### config.mk
export PLATFORM = sky130hd
export DESIGN_NAME = raster_addr_gen
export DESIGN_NICKNAME = d
export VERILOG_FILES = /design/src/rtl/raster_pkg.sv /design/src/rtl/seq_divider.sv /design/src/rtl/raster_addr_gen.sv
export SDC_FILE = /design/constraint.sdc
export NUM_CORES = 1
export LEC_CHECK = 0
export CAP_MARGIN = 40
export CORE_AREA = 2 2 216 218
export CTS_BUF_LIST = sky130_fd_sc_hd__clkbuf_4
export DETAILED_ROUTE_END_ITERATION = 12
export DIE_AREA = 0 0 218 220
export DONT_BUFFER_PORTS = 1
export GPL_TIMING_DRIVEN = 0
export PLACE_DENSITY_LB_ADDON = 0.12
export SLEW_MARGIN = 20
export SYNTH_ARGS = -nofsm -noshare
export SYNTH_HDL_FRONTEND = slang
export SYNTH_HIERARCHICAL = 1
export SYNTH_SLANG_ARGS = --single-unit
### constraint.sdc
create_clock -name clk -period 29.1 [get_ports clk]
set_input_delay 1.455 -clock clk [delete_from_list [all_inputs] [get_ports clk]]
set_output_delay 1.455 -clock clk [all_outputs]
set_load 0.05 [all_outputs]
### src/rtl/raster_pkg.sv
// Shared encodings for the raster read-address generator: mode codes, FSM states
// and the default accumulator fraction width.
package raster_pkg;

  localparam int unsigned FRAC_W_DEF = 12;

  localparam logic [1:0] MODE_SCALE  = 2'b00;
  localparam logic [1:0] MODE_ZOOM   = 2'b01;
  localparam logic [1:0] MODE_IDENT  = 2'b10;
  localparam logic [1:0] MODE_FREEZE = 2'b11;

  typedef enum logic [1:0] {
    ST_IDLE = 2'b00,
    ST_CALC = 2'b01,
    ST_RUN  = 2'b10
  } state_t;

endpackage

### src/rtl/seq_divider.sv
// Restoring unsigned divider, one quotient bit per cycle. The first bit is resolved in
// the start cycle, so o_done pulses exactly DVD_W cycles after i_start.
module seq_divider #(
  parameter int unsigned DVD_W = 23,
  parameter int unsigned DVS_W = 10
) (
  input  logic             clk,
  input  logic             reset,
  input  logic             i_start,
  input  logic [DVD_W-1:0] i_dividend,
  input  logic [DVS_W-1:0] i_divisor,
  output logic             o_done,
  output logic [DVD_W-1:0] o_quot
);

  localparam int unsigned CNT_W = $clog2(DVD_W + 1);

  logic [DVS_W-1:0] r_rem;
  logic [DVD_W-1:0] r_dvd;
  logic [DVS_W-1:0] r_dvs;
  logic [CNT_W-1:0] r_cnt;
  logic             r_busy;
  logic             r_done;

  logic [DVS_W-1:0] w_src_rem;
  logic [DVD_W-1:0] w_src_dvd;
  logic [DVS_W-1:0] w_src_dvs;
  logic [DVS_W:0]   w_rem_sh;
  logic             w_ge;
  logic [DVS_W-1:0] w_rem_nxt;
  logic [DVD_W-1:0] w_dvd_nxt;

  // One restoring step; the dividend register doubles as the quotient shift register.
  always_comb begin
    w_src_rem = i_start ? '0 : r_rem;
    w_src_dvd = i_start ? i_dividend : r_dvd;
    w_src_dvs = i_start ? i_divisor : r_dvs;
    w_rem_sh  = {w_src_rem, w_src_dvd[DVD_W-1]};
    w_ge      = (w_rem_sh >= {1'b0, w_src_dvs});
    w_rem_nxt = w_ge ? DVS_W'(w_rem_sh - {1'b0, w_src_dvs}) : DVS_W'(w_rem_sh);
    w_dvd_nxt = {w_src_dvd[DVD_W-2:0], w_ge};
  end

  always_ff @(posedge clk or posedge reset) begin
    if (reset) begin
      r_rem  <= '0;
      r_dvd  <= '0;
      r_dvs  <= '0;
      r_cnt  <= '0;
      r_busy <= 1'b0;
      r_done <= 1'b0;
    end else begin
      r_done <= 1'b0;
      if (i_start) begin
        r_rem  <= w_rem_nxt;
        r_dvd  <= w_dvd_nxt;
        r_dvs  <= i_divisor;
        r_cnt  <= CNT_W'(DVD_W - 1);
        r_busy <= 1'b1;
      end else if (r_busy) begin
        r_rem <= w_rem_nxt;
        r_dvd <= w_dvd_nxt;
        r_cnt <= r_cnt - CNT_W'(1);
        if (r_cnt == CNT_W'(1)) begin
          r_busy <= 1'b0;
          r_done <= 1'b1;
        end
      end
    end
  end

  assign o_done = r_done;
  assign o_quot = r_dvd;

endmodule

### src/rtl/raster_addr_gen.sv
// Display-side frame-buffer read-address generator with scale / zoom2x / identity / freeze.
// Optional macro RASTER_PAN_EN adds cfg_pan_x/cfg_pan_y to position the zoom window.
module raster_addr_gen
  import raster_pkg::*;
#(
  parameter int unsigned DST_W     = 640,
  parameter int unsigned DST_H     = 480,
  parameter int unsigned SRC_DIM_W = 11,
  parameter int unsigned ADDR_W    = 19,
  parameter int unsigned FRAC_W    = FRAC_W_DEF
) (
  input  logic                 clk,
  input  logic                 reset,
  input  logic                 start,
  input  logic [SRC_DIM_W-1:0] cfg_src_w,
  input  logic [SRC_DIM_W-1:0] cfg_src_h,
  input  logic [ADDR_W-1:0]    cfg_stride,
  input  logic [1:0]           cfg_mode,
`ifdef RASTER_PAN_EN
  input  logic [SRC_DIM_W-1:0] cfg_pan_x,
  input  logic [SRC_DIM_W-1:0] cfg_pan_y,
`endif
  output logic                 out_valid,
  input  logic                 out_ready,
  output logic [ADDR_W-1:0]    out_addr,
  output logic                 out_last,
  output logic                 frame_done,
  output logic                 busy,
  output logic                 cfg_err
);

  localparam int unsigned DIV_W     = SRC_DIM_W + FRAC_W;
  localparam int unsigned DVS_W     = $clog2(((DST_W > DST_H) ? DST_W : DST_H) + 1);
  localparam int unsigned CALC_LAST = 2 * DIV_W;
  localparam int unsigned CNT_W     = $clog2(CALC_LAST + 1);
  localparam int unsigned DX_W      = (DST_W > 1) ? $clog2(DST_W) : 1;
  localparam int unsigned DY_W      = (DST_H > 1) ? $clog2(DST_H) : 1;
  localparam int unsigned ACC_W     = DIV_W + ((DX_W > DY_W) ? DX_W : DY_W);
  localparam int unsigned INT_W     = ACC_W - FRAC_W;
  localparam logic [DIV_W-1:0] STEP_ONE = DIV_W'(1) << FRAC_W;

  state_t r_state, w_state_nxt;
  logic   w_latch, w_err;

  logic                 r_shadow_vld;
  logic [SRC_DIM_W-1:0] r_eff_w, r_eff_h, r_org_x, r_org_y;
  logic [ADDR_W-1:0]    r_stride;
  logic [DIV_W-1:0]     r_x_step, r_y_step;
  logic [CNT_W-1:0]     r_calc_cnt;

  logic                 r_primed, r_gen_done;
  logic [DX_W-1:0]      r_dx;
  logic [DY_W-1:0]      r_dy;
  logic [ACC_W-1:0]     r_x_acc, r_y_acc;
  logic [ADDR_W-1:0]    r_row_base;

  logic                 w_cfg_bad;
  logic [SRC_DIM_W-1:0] w_zoom_w, w_zoom_h, w_zoom_ox, w_zoom_oy;
  logic [SRC_DIM_W-1:0] w_cfg_eff_w, w_cfg_eff_h, w_cfg_org_x, w_cfg_org_y;
  logic                 w_div_start, w_div_sel_y, w_div_done;
  logic [DIV_W-1:0]     w_div_dvd, w_div_quot;
  logic [DVS_W-1:0]     w_div_dvs;
  logic [ACC_W-1:0]     w_y_acc_nxt, w_row_y_acc;
  logic [INT_W-1:0]     w_x_int, w_y_int, w_x_lim, w_y_lim;
  logic [ADDR_W-1:0]    w_row_base, w_addr;
  logic                 w_adv, w_load, w_eol, w_eof, w_hs_last;

  // Shadow candidates derived from the live config; a 1-pixel source keeps a 1-pixel window.
  always_comb begin
    w_cfg_bad = (cfg_src_w == '0) || (cfg_src_h == '0) || (cfg_stride < ADDR_W'(cfg_src_w));
    w_zoom_w  = ((cfg_src_w >> 1) == '0) ? SRC_DIM_W'(1) : (cfg_src_w >> 1);
    w_zoom_h  = ((cfg_src_h >> 1) == '0) ? SRC_DIM_W'(1) : (cfg_src_h >> 1);
`ifdef RASTER_PAN_EN
    w_zoom_ox = (cfg_pan_x > cfg_src_w - w_zoom_w) ? (cfg_src_w - w_zoom_w) : cfg_pan_x;
    w_zoom_oy = (cfg_pan_y > cfg_src_h - w_zoom_h) ? (cfg_src_h - w_zoom_h) : cfg_pan_y;
`else
    w_zoom_ox = cfg_src_w >> 2;
    w_zoom_oy = cfg_src_h >> 2;
`endif
    w_cfg_eff_w = (cfg_mode == MODE_ZOOM) ? w_zoom_w  : cfg_src_w;
    w_cfg_eff_h = (cfg_mode == MODE_ZOOM) ? w_zoom_h  : cfg_src_h;
    w_cfg_org_x = (cfg_mode == MODE_ZOOM) ? w_zoom_ox : '0;
    w_cfg_org_y = (cfg_mode == MODE_ZOOM) ? w_zoom_oy : '0;
  end

  // Next-state and control decode.
  always_comb begin
    w_state_nxt = r_state;
    w_latch     = 1'b0;
    w_err       = 1'b0;
    case (r_state)
      ST_IDLE: begin
        if (start) begin
          if (cfg_mode == MODE_FREEZE) begin
            if (r_shadow_vld) w_state_nxt = ST_RUN;
            else              w_err       = 1'b1;
          end else if (w_cfg_bad) begin
            w_err = 1'b1;
          end else begin
            w_latch     = 1'b1;
            w_state_nxt = (cfg_mode == MODE_IDENT) ? ST_RUN : ST_CALC;
          end
        end
      end
      ST_CALC: if (r_calc_cnt == CNT_W'(CALC_LAST)) w_state_nxt = ST_RUN;
      ST_RUN:  if (w_hs_last) w_state_nxt = ST_IDLE;
      default: w_state_nxt = ST_IDLE;
    endcase
  end

  always_ff @(posedge clk or posedge reset) begin
    if (reset) begin
      r_state <= ST_IDLE;
      busy    <= 1'b0;
    end else begin
      r_state <= w_state_nxt;
      busy    <= (w_state_nxt != ST_IDLE);
    end
  end

  // x divide starts on CALC entry, y divide the cycle x completes.
  assign w_div_sel_y = (r_calc_cnt != '0);
  assign w_div_start = (r_state == ST_CALC) &&
                       ((r_calc_cnt == '0) || (r_calc_cnt == CNT_W'(DIV_W)));
  assign w_div_dvd   = w_div_sel_y ? {r_eff_h, FRAC_W'(0)} : {r_eff_w, FRAC_W'(0)};
  assign w_div_dvs   = w_div_sel_y ? DVS_W'(DST_H) : DVS_W'(DST_W);

  seq_divider #(
    .DVD_W (DIV_W),
    .DVS_W (DVS_W)
  ) u_div (
    .clk        (clk),
    .reset      (reset),
    .i_start    (w_div_start),
    .i_dividend (w_div_dvd),
    .i_divisor  (w_div_dvs),
    .o_done     (w_div_done),
    .o_quot     (w_div_quot)
  );

  always_ff @(posedge clk or posedge reset) begin
    if (reset) begin
      r_shadow_vld <= 1'b0;
      r_eff_w      <= '0;
      r_eff_h      <= '0;
      r_org_x      <= '0;
      r_org_y      <= '0;
      r_stride     <= '0;
      r_x_step     <= '0;
      r_y_step     <= '0;
      r_calc_cnt   <= '0;
    end else begin
      r_calc_cnt <= (r_state == ST_CALC) ? r_calc_cnt + CNT_W'(1) : '0;
      if (w_latch) begin
        r_shadow_vld <= 1'b1;
        r_eff_w      <= w_cfg_eff_w;
        r_eff_h      <= w_cfg_eff_h;
        r_org_x      <= w_cfg_org_x;
        r_org_y      <= w_cfg_org_y;
        r_stride     <= cfg_stride;
        r_x_step     <= STEP_ONE;
        r_y_step     <= STEP_ONE;
      end else if (w_div_done) begin
        if (r_calc_cnt == CNT_W'(DIV_W)) r_x_step <= w_div_quot;
        else                             r_y_step <= w_div_quot;
      end
    end
  end

  // Clamped integer source coordinates and address arithmetic.
  always_comb begin
    w_y_acc_nxt = r_y_acc + ACC_W'(r_y_step);
    w_row_y_acc = r_primed ? w_y_acc_nxt : r_y_acc;
    w_x_lim     = INT_W'(r_eff_w) - INT_W'(1);
    w_y_lim     = INT_W'(r_eff_h) - INT_W'(1);
    w_x_int     = (r_x_acc[ACC_W-1:FRAC_W] > w_x_lim) ? w_x_lim : r_x_acc[ACC_W-1:FRAC_W];
    w_y_int     = (w_row_y_acc[ACC_W-1:FRAC_W] > w_y_lim) ? w_y_lim
                                                          : w_row_y_acc[ACC_W-1:FRAC_W];
    w_row_base  = (ADDR_W'(r_org_y) + ADDR_W'(w_y_int)) * r_stride;
    w_addr      = r_row_base + ADDR_W'(r_org_x) + ADDR_W'(w_x_int);
    w_adv       = !out_valid || out_ready;
    w_load      = w_adv && (r_state == ST_RUN) && r_primed && !r_gen_done;
    w_eol       = (r_dx == DX_W'(DST_W - 1));
    w_eof       = w_eol && (r_dy == DY_W'(DST_H - 1));
    w_hs_last   = out_valid && out_ready && out_last;
  end

  // Pixel walker; the first RUN cycle only primes the row base of line 0.
  always_ff @(posedge clk or posedge reset) begin
    if (reset) begin
      r_primed   <= 1'b0;
      r_gen_done <= 1'b0;
      r_dx       <= '0;
      r_dy       <= '0;
      r_x_acc    <= '0;
      r_y_acc    <= '0;
      r_row_base <= '0;
    end else if (r_state != ST_RUN) begin
      r_primed   <= 1'b0;
      r_gen_done <= 1'b0;
      r_dx       <= '0;
      r_dy       <= '0;
      r_x_acc    <= '0;
      r_y_acc    <= '0;
      r_row_base <= '0;
    end else if (!r_primed) begin
      r_primed   <= 1'b1;
      r_row_base <= w_row_base;
    end else if (w_load) begin
      if (w_eof) begin
        r_gen_done <= 1'b1;
      end else if (w_eol) begin
        r_dx       <= '0;
        r_x_acc    <= '0;
        r_dy       <= r_dy + DY_W'(1);
        r_y_acc    <= w_y_acc_nxt;
        r_row_base <= w_row_base;
      end else begin
        r_dx    <= r_dx + DX_W'(1);
        r_x_acc <= r_x_acc + ACC_W'(r_x_step);
      end
    end
  end

  always_ff @(posedge clk or posedge reset) begin
    if (reset) begin
      out_valid  <= 1'b0;
      out_addr   <= '0;
      out_last   <= 1'b0;
      frame_done <= 1'b0;
      cfg_err    <= 1'b0;
    end else begin
      frame_done <= w_hs_last;
      cfg_err    <= w_err;
      if (r_state != ST_RUN) begin
        out_valid <= 1'b0;
        out_last  <= 1'b0;
      end else if (w_adv) begin
        out_valid <= w_load;
        out_last  <= w_load && w_eof;
        if (w_load) out_addr <= w_addr;
      end
    end
  end

endmodule

Yosys cells after proc, flatten, opt, wreduce, memory -nomap -nowiden --
Index checks and enable logic that the tools add are counted.
Cells by class: multiplexer cells 85, bitwise logic cells 1, $lt $le $gt $ge 4, reductions and logical operators 37, equality and inequality tests 16, add/sub/neg operators 12, multipliers 1
Operator list (count):
- two-way mux 33 bit | 11
- two-way mux 23 bit | 10
- two-way mux 19 bit | 7
- two-way mux 10 bit | 13
- adder 33 x 23 -> 33 bit | 2
- two-way mux 9 bit | 7
- logical NOT 11 bit | 4
- greater-than comparator 21 bit | 2
- two-way mux 1 bit | 24
- subtractor 11 x 1 -> 12 bit (second input constant) | 2
- two-way mux 11 bit | 2
- adder 11 x 19 -> 19 bit | 1
- adder 19 x 11 -> 19 bit | 1
- adder 19 bit | 1
- less-than comparator 19 x 11 -> 1 bit | 1
- multiplier 19 x 19 -> 19 bit | 1
- nonzero test 2 bit | 9
- two-way mux 2 bit | 7
- AND reduction 3 bit | 4
- >= comparator 11 x 10 -> 1 bit | 1
- adder 10 x 1 -> 10 bit (second input constant) | 1
- == test 10 bit (second input constant) | 1
- two-way mux 5 bit | 2
- subtractor 10 bit | 1
- 24 further kinds | 41
Word-level totals: word-level logic and storage cells 185, input bits 47, output and inout bits 24, register bits 298

Depth between registers and ports, before layout --
Gate-level depths: netlist of run 1.
word-level depth 11, gate-level depth with buffers 58, gate-level depth less buffers 56

Hierarchy --
The synthesis of run 1 kept the hierarchy.
Modules (own cells, without submodules):
- raster_addr_gen | sequential area each 6105.9 sq um, times used 1, area an instance 21620.7 sq um, cells each 2526
- seq_divider | sequential area each 1251.2 sq um, times used 1, area an instance 2736.4 sq um, cells each 279

Least setup slack after synthesis of run 1 --
OpenSTA, ideal clock, no wires.
path type register -> register, start register r_y_step[1], end register r_row_base[18], required time 28979 ps, arrival 12308 ps, setup slack 16671 ps, cell stages (with the launch flop) 57, library setup time 121 ps, path buffers 2, clock period less this slack 12429 ps, path through dfrtp_1 > ha_1 > a211oi_1 > o21ai_2 > o311ai_2 > or2b_1 > a21o_1 > a21o_1 > a21oi_1 > nor4_1 > a2111oi_0 > xnor2_1 > mux2_2 > ha_1 > o21ai_0 > o21ai_0 > o211ai_1 > a21oi_1 > (+21 left out) > inv_1 > fa_1 > fa_1 > fa_1 > fa_1 > xnor2_1 > xnor2_1 > xnor2_1 > xnor2_1 > xnor2_1 > xnor2_1 > xnor2_1 > xnor2_1 > xnor2_1 > xnor2_1 > xnor3_1 > xor3_1 > a22o_1
Between the ends: longest elaborated chain between the ends 11
RTL lines:
- start, declared | RTL line raster_addr_gen.sv:48 | logic [DIV_W-1:0] r_x_step, r_y_step;
- start signal, assigned | RTL line raster_addr_gen.sv:165 | else r_y_step <= w_div_quot;
- adder 33 x 23 -> 33 bit * | RTL line raster_addr_gen.sv:172 | w_y_acc_nxt = r_y_acc + ACC_W'(r_y_step);
- two-way mux 33 bit * | RTL line raster_addr_gen.sv:173 | w_row_y_acc = r_primed ? w_y_acc_nxt : r_y_acc;
- greater-than comparator 21 bit | RTL line raster_addr_gen.sv:177 | w_y_int = (w_row_y_acc[ACC_W-1:FRAC_W] > w_y_lim) ? w_y_lim
- two-way mux 19 bit * | RTL line raster_addr_gen.sv:177
- adder 11 x 19 -> 19 bit * | RTL line raster_addr_gen.sv:179 | w_row_base = (ADDR_W'(r_org_y) + ADDR_W'(w_y_int)) * r_stride;
- multiplier 19 x 19 -> 19 bit * | RTL line raster_addr_gen.sv:179
- two-way mux 19 bit | RTL line raster_addr_gen.sv:212 | end else if (w_eol) begin
- two-way mux 19 bit | RTL line raster_addr_gen.sv:210 | if (w_eof) begin
- two-way mux 19 bit | RTL line raster_addr_gen.sv:209 | end else if (w_load) begin
- two-way mux 19 bit * | RTL line raster_addr_gen.sv:206 | end else if (!r_primed) begin
- two-way mux 19 bit * | RTL line raster_addr_gen.sv:198 | end else if (r_state != ST_RUN) begin
- end signal, assigned | RTL line raster_addr_gen.sv:208 | r_row_base <= w_row_base;
- end signal, assigned | RTL line raster_addr_gen.sv:217 | r_row_base <= w_row_base;
- end, declared | RTL line raster_addr_gen.sv:55 | logic [ADDR_W-1:0] r_row_base;
Every way passes the cells marked *; elsewhere a longest branch is shown, timed or not. The select of a mux whose other input is x is not followed. A chain may end at the register's enable or synchronous reset.

Worst setup path after layout of run 1 --
Same ends and word-level chain as after synthesis.

==> results of run 1 <==
## metal layers
layer  track usage [%]  share of wire, %
met3              7.33               6.6
met2              48.7                48
met1              36.1                42
met4              12.6               3.9
met5                 0             0.038
## flip-flops by register name, indices dropped and copies added, names as in the netlist, 10 cells and up
signal        cells
r_stride         19
u_div/r_dvs      10
r_dx             10
r_x_step         23
u_div/o_quot     23
r_y_acc          33
r_y_step         23
r_eff_h          11
r_eff_w          11
r_row_base       19
u_div/r_rem      10
out_addr         19
r_x_acc          33
## path summary, 6_finish.rpt
kind                                           from                    endpoint  cells past startpoint
setup / recovery            r_y_step[1]$_DFFE_PP0P_  r_row_base[18]$_DFFE_PP0P_                     53
hold / removal                                reset  u_div/r_rem[2]$_DFFE_PP0P_                      1
setup reg to reg            r_y_step[1]$_DFFE_PP0P_  r_row_base[18]$_DFFE_PP0P_                     53
hold reg to reg            r_stride[18]$_DFFE_PP0P_    r_stride[18]$_DFFE_PP0P_                      2
max in group asynchronous                     reset     r_y_acc[26]$_DFFE_PP0P_                      2
min in group clk           r_stride[18]$_DFFE_PP0P_    r_stride[18]$_DFFE_PP0P_                      2
## critical path, delay by kind of cell, from the launching register on
family | cells | cell delay, ns
AOI/OAI and AO/OA | 18 | 4.31
buffers and inverters | 4 | 0.59
DFF | 1 | 0.41
xor gates and xnor gates | 14 | 3.38
muxes | 1 | 0.31
and+or+nand+nor | 6 | 0.80
adders and majority gates | 10 | 4.27
## metrics by stage
stage / hold WS, ns / instance area (µm²)
after floorplan: 0.442 / 24400
after global placement: 0.458 / 25200
after detailed placement: 0.465 / 25300
after CTS: 0.411 / 26500
after global routing: 0.473 / 26500
final: 0.476 / 26500
## cell type report
type,count,area [µm²]
diodes,5,12.5
clock inverters,27,205
fillers,4238,19400
multi-input cells,2111,15500
inverters,305,1150
flip-flops and latches,294,7360
repair buffers,8,110
plain buffers,111,437
clock buffers,131,983
well taps,607,759
## power by group through the flow
stage | sequential (W) | combinational (W) | clock (W)
after floorplan | 0.000437 | 0.0000878 | 0
after global placement | 0.000441 | 0.000106 | 0
after detailed placement | 0.000441 | 0.000110 | 0
after CTS | 0.000434 | 0.000111 | 0.000440
after global routing | 0.000435 | 0.000125 | 0.000463
final | 0.000434 | 0.000110 | 0.000429
## layout by cell type, fill, tap and decap left out, types with 13 or more instances in the layout
cell      instances
nor3_1           19
nand3_1          34
o21a_1           23
clkbuf_4        131
a211oi_1         16
xnor2_1         114
clkinv_1         14
a21oi_1         175
o21ai_0         153
nor2b_1          36
clkbuf_1         96
and3_1           16
nand2b_1         24
o31ai_1          14
mux2i_1          38
inv_1           303
a21o_1           37
o21bai_1         21
or3_1            16
a31oi_1          29
nand2_1         517
conb_1           18
xor2_1           54
and2_1           91
fa_1            137
ha_1            214
nor2_1          141
mux2_2           19
nand4_1          22
a22o_1           13
dfrtp_1         294
## logic make-up (layout without fill, tap and decap cells)
group                      after synthesis  count (layout)  synth area share, %
other                                    2              23               0.0308
buffers and inverters                  416             582                 6.49
adders and majority gates              351             351                 22.3
xor gates and xnor gates               175             175                 6.64
AOI/OAI and AO/OA                      552             552                 14.1
muxes                                   58              58                 2.50
and+or+nand+nor                        957             957                 17.8
DFF                                    294             294                 30.2
==> impl_results.md, run 1 <==
- CTS H-tree depth: 3
- Post-synthesis sequential area ratio: 30.2%
- Fin util: ~58%
- Comb power frac: between 10% and 20%
- Synth Warn #: 6
- WS Path Type: flop to flop
- Die width: ~220 µm
- Setup TNS: 0 ns
- Initial antenna violation count: 5
- WP data arrival: 14.89 ns
- CTS Hold Bufs: 0
- PD cells: 36.7 nW/µm²
- Clock latency on the worst-skew pair: roughly 0.86 ns
- Synth cell types: between 80 and 90
- Vias in the first global route: approximately 20000
- Fin. Hold Viols: 0
- Status: finished, final reports clean
- Crit path max fanout: 10
- Worst slew pin tran: around 0.85 ns
- Vias: approximately 20000
- Static leakage: around 13 nW
- Hold WC Path Type: input pin to async pin
- Syn_area_per_cell: slightly below 9 µm²
- CP Data Required Time: between 20 and 30 ns
- Syn Inst Count: about 2800
- Gpl congestion: 0.909
- Post-Layout Cell Count: around 3600
- Layout cells sized above 1: 7.20%
- Final setup viols: 0
- DR WL/cell: 18.8 µm
- Synth top area share: between 30% and 40%
- Nets@finish: 3316
- Post-synth top cells: nand2_1, inv_1, dfrtp_1
- First DRT Iteration DRCs: around 1200
- Worst Skew: approximately 0.11 ns
- CTS Buf Count: a little under 90
- Core Area: between 40000 and 50000 µm²
- Post-synthesis async set-or-reset flop share: 100%
- Leading post-synthesis cells by cell area: dfrtp_1, fa_1, ha_1
- GR Util All Layers: between 20 and 30%
- Area growth syn-to-layout: 8.78%
- Final worst setup slack: between 10 and 15 ns
- Final Critical Period: between 10 and 15 ns
- Die Ht: around 220 µm
- Critical path launch point type: flop
- Slew Limit Fails: 0
- CP most frequent cell: xnor2_1
- Die area: around 48000 µm²
- CP max-delay cell: xor2_1
- Core Rows: 79
- CTS tree: yes
- Clock Path Buffers: 3
- Initial Utilization: a little over half
- Endpoint class of the critical path: flop
- Top cell type by total area after synthesis: dfrtp_1
- Length of the first detailed-routing pass in iterations: 5
- Synthesized area: ~24000 µm²
- Post-cts resize count: 0
- I/O Buffers: 0
- Max-slew headroom: a little over two fifths
- Via density per instance: ~5.5
- Final ANT Viol Nets: 0
- Fmax: ~71 MHz
- Pre-CTS WS: between 10 and 15 ns
- Ys flop type: dfrtp_1
- Internal power: 0.000701 W
- First-pass GRT wire length: around 110000 µm
- Seq pwr share: 44.6%
- Switching Share: around 28%
- Overall Power: 0.000973 W
- CTS Sinks: about 290
- Largest net degree at the start of global routing: between 100 and 150
- DP Wirelength: 53700 µm
- FF-to-FF setup slack: 14.96 ns
- Root buffer cell: clkbuf_4
- DRC: 0
- Clock-pin slew on the worst setup and hold paths: 0.07 ns
- Period utilization: about half
- IO Count: 71
- Number of synthesized flops with an enable pin: 0
- Final WL: approximately 68000 µm
- Grt ovf: 0
- Most repeated cell in the gate-level netlist after synthesis: nand2_1
- Setup bufs post-CTS: 0
- Sw power: ~0.00027 W
- Placed cells: ~3400
- IR drop worst, VDD: 37.7 µV
- RSZ-0062 raised after global routing: no
- MaxCap Viol Count: 0
- Clock power share: 44.1%
- Flops & latches, synth: between 200 and 300
- Slowest stage delay, CP: 0.65 ns
Note: power is estimated with default switching activity, not from simulation.
==> run 2: changes to the inputs <==
clock period = 12.2 ns   (was 29.1 ns; I/O delays follow)
==> run 2 against run 1 <==
Compared with the run above: critical path depth is the same; hold slack lost 0.35 ns; non-clock buffer count rose by 69; sequential power is 140% higher; the flow now finishes with violations (setup timing); die area did not move.
==> impl_results.md, run 2 (synthesis results as in run 1) <==
- Die width: 218 µm
- Gpl congestion: between 0.9 and 1
- Layout cells sized above 1: 8.91%
- Final worst setup slack: -0.123 ns
- DP Wirelength: 52700 µm
- MaxCap Viol Count: 0
- Fill cells: 4129
- Overall Power: ~0.0023 W
- CP most frequent cell: fa_1
- Core Rows: between 70 and 80
- Hold Path Depth: 2
- Largest net degree at the start of global routing: 94
- WS Path Type: flop to flop
- Final ANT Viol Nets: 0
- CTS H-tree depth: 3
- Largest delay contributor family on the critical path: adder cells
- Worst slew pin tran: about 0.87 ns
- Static leakage: 13.4 nW
- Hold WC Path Type: input pin to flop
- Status: finished with violations
- Clock-pin slew on the worst setup and hold paths: ~0.070 ns
- GR Util All Layers: 29.9%
- Hold_sp: cfg_src_w[10]
- Initial Utilization: around 53%
- IR drop worst, VDD: approximately 110 µV
- Worst r2r src: r_y_step[1]$_DFFE_PP0P_
- Most frequent cells in the layout: nand2_1, inv_1, dfrtp_1, ha_1, a21oi_1
- Placed cells: around 3400
- Stages on worst setup path: 53
- Vias in the first global route: approximately 21000
- I/O Buffers: 0
- Vias: 20546
- CP Launch Point: r_y_step[1]$_DFFE_PP0P_
- Slowest stage delay, CP: between 0.5 and 0.6 ns
- Finished Cell Area: between 20000 and 30000 µm²
- CTS Sinks: around 300
- Clock latency on the worst-skew pair: 0.84 ns
- Grt ovf: 0
- Slew Limit Fails: 0
- Sw power: approximately 0.00063 W
- CTS Buf Count: 82
- Nets@finish: roughly 3400
- First-pass GRT wire length: 111000 µm
- Final WL: between 60000 and 70000 µm
- Largest regs: r_x_acc: 33 flops, r_y_acc: 33 flops
- Clock power share: 42.2%
- Post-Layout Cell Count: about 3700
- DR WL/cell: 19.1 µm
- Leading cell type in the layout, fill and taps excluded: nand2_1
- Post-DP Area: approximately 25000 µm²
- Fin. Hold Viols: 0
- Endpoint class of the critical path: flop
- Worst Skew: between 0.04 and 0.05 ns
- Length of the first detailed-routing pass in iterations: 5
- WP data arrival: 13.04 ns
- Final Critical Period: approximately 12 ns
- Failing checks: setup timing
- Initial antenna violation count: 2
- Internal power: 0.00164 W
- Period utilization: 101%
- Final setup viols: 1
- DRC: 0
- Max-slew headroom: 41.7%
- Critical path launch point type: flop
- RSZ-0062 raised after global routing: yes
- Core Area: approximately 46000 µm²
- Seq pwr share: between 40% and 50%
- CP max-delay cell: fa_1
- Buf/Inv on CP: 9
- Fmax: between 80 and 90 MHz
- IO Count: approximately 70
- CTS tree: yes
- Via density per instance: 5.63
- Root buffer cell: clkbuf_4
- Fin util: around three fifths
- Worst R2R Path Depth: 53
- Pre-CTS WS: -1.64 ns
- Area growth syn-to-layout: 12.9%
- PD cells: between 80 and 90 nW/µm²
- Comb power frac: around 12%
- Crit path max fanout: 10
- First DRT Iteration DRCs: 1374
- Clock Path Buffers: 3
- CP Data Required Time: roughly 13 ns
- Die area: roughly 48000 µm²
- Die Ht: between 200 and 250 µm
- Switching Share: between 20 and 30%
## run 2: what timing repair did
action	in CTS	in global routing
gates resized for setup	70	10
hold buffers	53	0
buffers inserted	17	0
hold endpoints to repair	184	0
endpoints found under the setup margin	5	3
pin swaps	46	3
## run 2: worst paths after layout
check | to | slack, ns
worst max-delay path | r_row_base[18]$_DFFE_PP0P_ | -0.12
worst min-delay path | r_eff_w[10]$_DFFE_PP0P_ | 0.12
worst max register to register | r_row_base[18]$_DFFE_PP0P_ | -0.12
worst min register to register | r_calc_cnt[0]$_DFF_PP0_ | 0.48
max in group asynchronous | r_row_base[12]$_DFFE_PP0P_ | 10.53
min in group asynchronous | u_div/r_cnt[0]$_DFFE_PP0P_ | 0.35
## run 2: worst register-to-register path: cells and delay by family, from the launching register on
| family | cells | cell delay [ns] |
|---|---|---|
| compound gates | 23 | 4.07 |
| xor+xnor | 4 | 1.11 |
| fa+ha+maj | 10 | 4.35 |
| buf+inv | 9 | 0.92 |
| flops | 1 | 0.42 |
| simple gates | 7 | 1.34 |
## run 2: layer usage
layer  track usage (%)  part of all wire [%]  routed length [µm]  up-vias
li1                  -                     -                   -     9680
met1              37.9                    42               29200    10071
met2              49.3                    47               33000      633
met3              6.27                   6.8                4730      162
met4              13.5                   4.2                2930        0
met5                 0                     0                   0        -
## run 2: cell type report
cell class	instances	area, µm²	share of cell area (%)
diodes	4	10.0	0.0364
plain buffers	110	475	1.73
clock buffers	120	901	3.28
clock inverters	23	175	0.637
inverters	305	1150	4.19
multi-input cells	2111	15900	57.8
flip-flops and latches	294	7360	26.8
well taps	607	759	2.76
repair buffers	78	771	2.80
## run 2: power by group through the flow
stage / logic (W) / registers (W) / clock network [W]
floorplan: 0.000209 / 0.00104 / 0
global placement: 0.000249 / 0.00105 / 0
detailed placement: 0.000258 / 0.00105 / 0
CTS: 0.000282 / 0.00103 / 0.000982
global route: 0.000321 / 0.00104 / 0.00103
finish: 0.000283 / 0.00103 / 0.000959
## run 2: through the flow
step           hold WS, ns  setup TNS (ns)
6_report             0.124          -0.123
5_1_grt              0.111           -1.05
4_1_cts             0.0489               0
3_5_place_dp         0.466           -3.22
3_3_place_gp         0.464           -3.33
2_1_floorplan        0.442               0
==> run 3: changes to the inputs <==
PLACE_DENSITY = 0.71   (was default)
PLACE_DENSITY_LB_ADDON = default   (was 0.12)
==> run 3 against run 2 <==
Compared with the run above: the run still ends with setup timing left; utilization is essentially flat; worst setup slack improved by 0.0033 ns; combinational power grew 1%; register-to-register slack about the same; clock power shrank 3.6%.
==> impl_results.md, run 3 (synthesis results as in run 1) <==
- Status: finished with violations
- Failing checks: setup timing
- WP data arrival: 13.00 ns
- Vias in the first global route: between 20000 and 25000
- Clock latency on the worst-skew pair: approximately 0.8 ns
- CTS Buf Count: 83
- Leading cell type in the layout, fill and taps excluded: nand2_1
- Core Rows: 79
- Root buffer cell: clkbuf_4
- IO Count: between 70 and 80
- Global-route layer with the greatest usage: met2
- CTS H-tree depth: 3
- Die width: between 200 and 250 µm
- Static leakage: between 10 and 15 nW
- RSZ-0062 raised after global routing: yes
- Clock-pin slew on the worst setup and hold paths: around 0.06 ns
- Critical path launch point type: flop
- DRC: 0
- Die area: around 48000 µm²
- Hold_sp: cfg_src_h[8]
- Fin. Hold Viols: 0
- DP Wirelength: about 52000 µm
- CTS Sinks: between 200 and 300
- Initial Utilization: a little over half
- Period utilization: 101%
- First DRT Iteration DRCs: 1365
- Final WL: between 60000 and 70000 µm
- Worst r2r src: r_y_step[0]$_DFFE_PP0P_
- Slew Limit Fails: 0
- CTS tree: yes
- CP max-delay cell: fa_1
- Layout cells sized above 1: a little under a tenth
- Area growth syn-to-layout: 12.8%
- IR drop worst, VDD: 90.7 µV
- Grt ovf: 0
- Vias: between 20000 and 25000
- Final worst setup slack: -0.119 ns
- M2 GR Usage: 49.3%
- Final ANT Viol Nets: 0
- CP Data Required Time: ~13 ns
- DR WL/cell: between 15 and 20 µm
- Internal power: ~0.0016 W
- Crit path max fanout: 10
- Slowest stage delay, CP: roughly 0.54 ns
- Most frequent cells in the layout: nand2_1, inv_1, dfrtp_1, ha_1, a21oi_1
- Nets@finish: ~3400
- Max-slew headroom: roughly 44%
- Clock Path Buffers: 3
- M1 GR Usage: a little over a third
- Met3 Use GR: around 7%
- CP Launch Point: r_y_step[0]$_DFFE_PP0P_
- Final hold slack: approximately 0.055 ns
- Final Critical Period: between 10 and 15 ns
- Switching Share: 28.2%
- Core Area: approximately 46000 µm²
- Clock power share: roughly two fifths
- Comb power frac: about an eighth
- Via density per instance: between 5 and 6
- Die Ht: between 200 and 250 µm
- WS Path Type: flop to flop
- Worst Skew: 0.0631 ns
- MaxCap Viol Count: 0
- PD cells: 81.6 nW/µm²
- Initial antenna violation count: 5
- Length of the first detailed-routing pass in iterations: 6
- Seq pwr share: between 40% and 50%
- Overall Power: about 0.0022 W
- Gpl congestion: 0.919
- Fmax: 81.2 MHz
- Hold WC Path Type: input pin to flop
- Largest net degree at the start of global routing: 73
- Worst slew pin tran: between 0.8 and 0.9 ns
- I/O Buffers: 0
- Largest regs: r_x_acc: 33 flops, r_y_acc: 33 flops
- Endpoint class of the critical path: flop
- Sw power: around 0.00063 W
- GR Util All Layers: about 30%
- First-pass GRT wire length: approximately 110000 µm
- Final setup viols: 1
run 3: layer usage:
metal	vias to the layer above	share of wire, %	wire, µm
li1	9677	-	-
met1	10049	41	28200
met2	670	48	33000
met3	181	7.2	4960
met4	0	4.7	3230
met5	-	0	0
run 3: worst paths after layout:
check,end,slack [ns],cells after the start
hold reg to reg,r_org_x[3]$_DFFE_PP0P_,0.48,2
min in group asynchronous,r_x_acc[2]$_DFFE_PP0P_,0.35,2
setup / recovery,r_row_base[18]$_DFFE_PP0P_,-0.12,54
max in group asynchronous,r_stride[12]$_DFFE_PP0P_,10.71,4
setup reg to reg,r_row_base[18]$_DFFE_PP0P_,-0.12,54
hold / removal,r_org_y[6]$_DFFE_PP0P_,0.05,2
run 3: power groups by stage:
stage / combinational (W) / sequential (W) / clock, W
2_1_floorplan: 0.000209 / 0.00104 / 0
3_3_place_gp: 0.000251 / 0.00105 / 0
3_5_place_dp: 0.000265 / 0.00105 / 0
4_1_cts: 0.000286 / 0.00103 / 0.000945
5_1_grt: 0.000327 / 0.00104 / 0.000994
6_report: 0.000287 / 0.00103 / 0.000924
run 3: critical path, delay by kind of cell, from the launching register on:
| family | cells | cell delay, ns |
|---|---|---|
| buffers and inverters | 9 | 1.19 |
| DFF | 1 | 0.38 |
| xor gates and xnor gates | 5 | 1.31 |
| and+or+nand+nor | 7 | 0.84 |
| adders and majority gates | 12 | 4.48 |
| AOI/OAI and AO/OA | 21 | 3.97 |
run 3: timing repair:
action                                 4_1_cts  5_1_grt
endpoints found under the hold margin      131        0
hold buffers                                47        0
setup buffers                               26        0
pin swaps                                   46        2
setup endpoints to repair                    6        3
gates resized for setup                     71       11
run 3: layout make-up:
class	count	area, µm²
diodes	9	22.5
plain buffers	109	454
clock buffers	122	916
clock inverters	24	133
fillers	4060	18400
inverters	305	1150
multi-input cells	2111	15900
flip-flops and latches	294	7360
well taps	607	759
repair buffers	82	815
run 3: stage by stage:
stage / TNS, ns / worst slack [ns] / instance area (µm²) / utilization [%] / std cells
finish: -0.119 / -0.119 / 27500 / 59.9 / 3663
global route: -0.877 / -0.767 / 27500 / 59.9 / 3663
CTS: 0 / 0.00226 / 27400 / 59.7 / 3652
detailed placement: -3.70 / -1.75 / 25300 / 55.2 / 3435
global placement: -3.25 / -1.64 / 25200 / 54.9 / 3428
floorplan: 0 / 0.0229 / 24400 / - / 2821
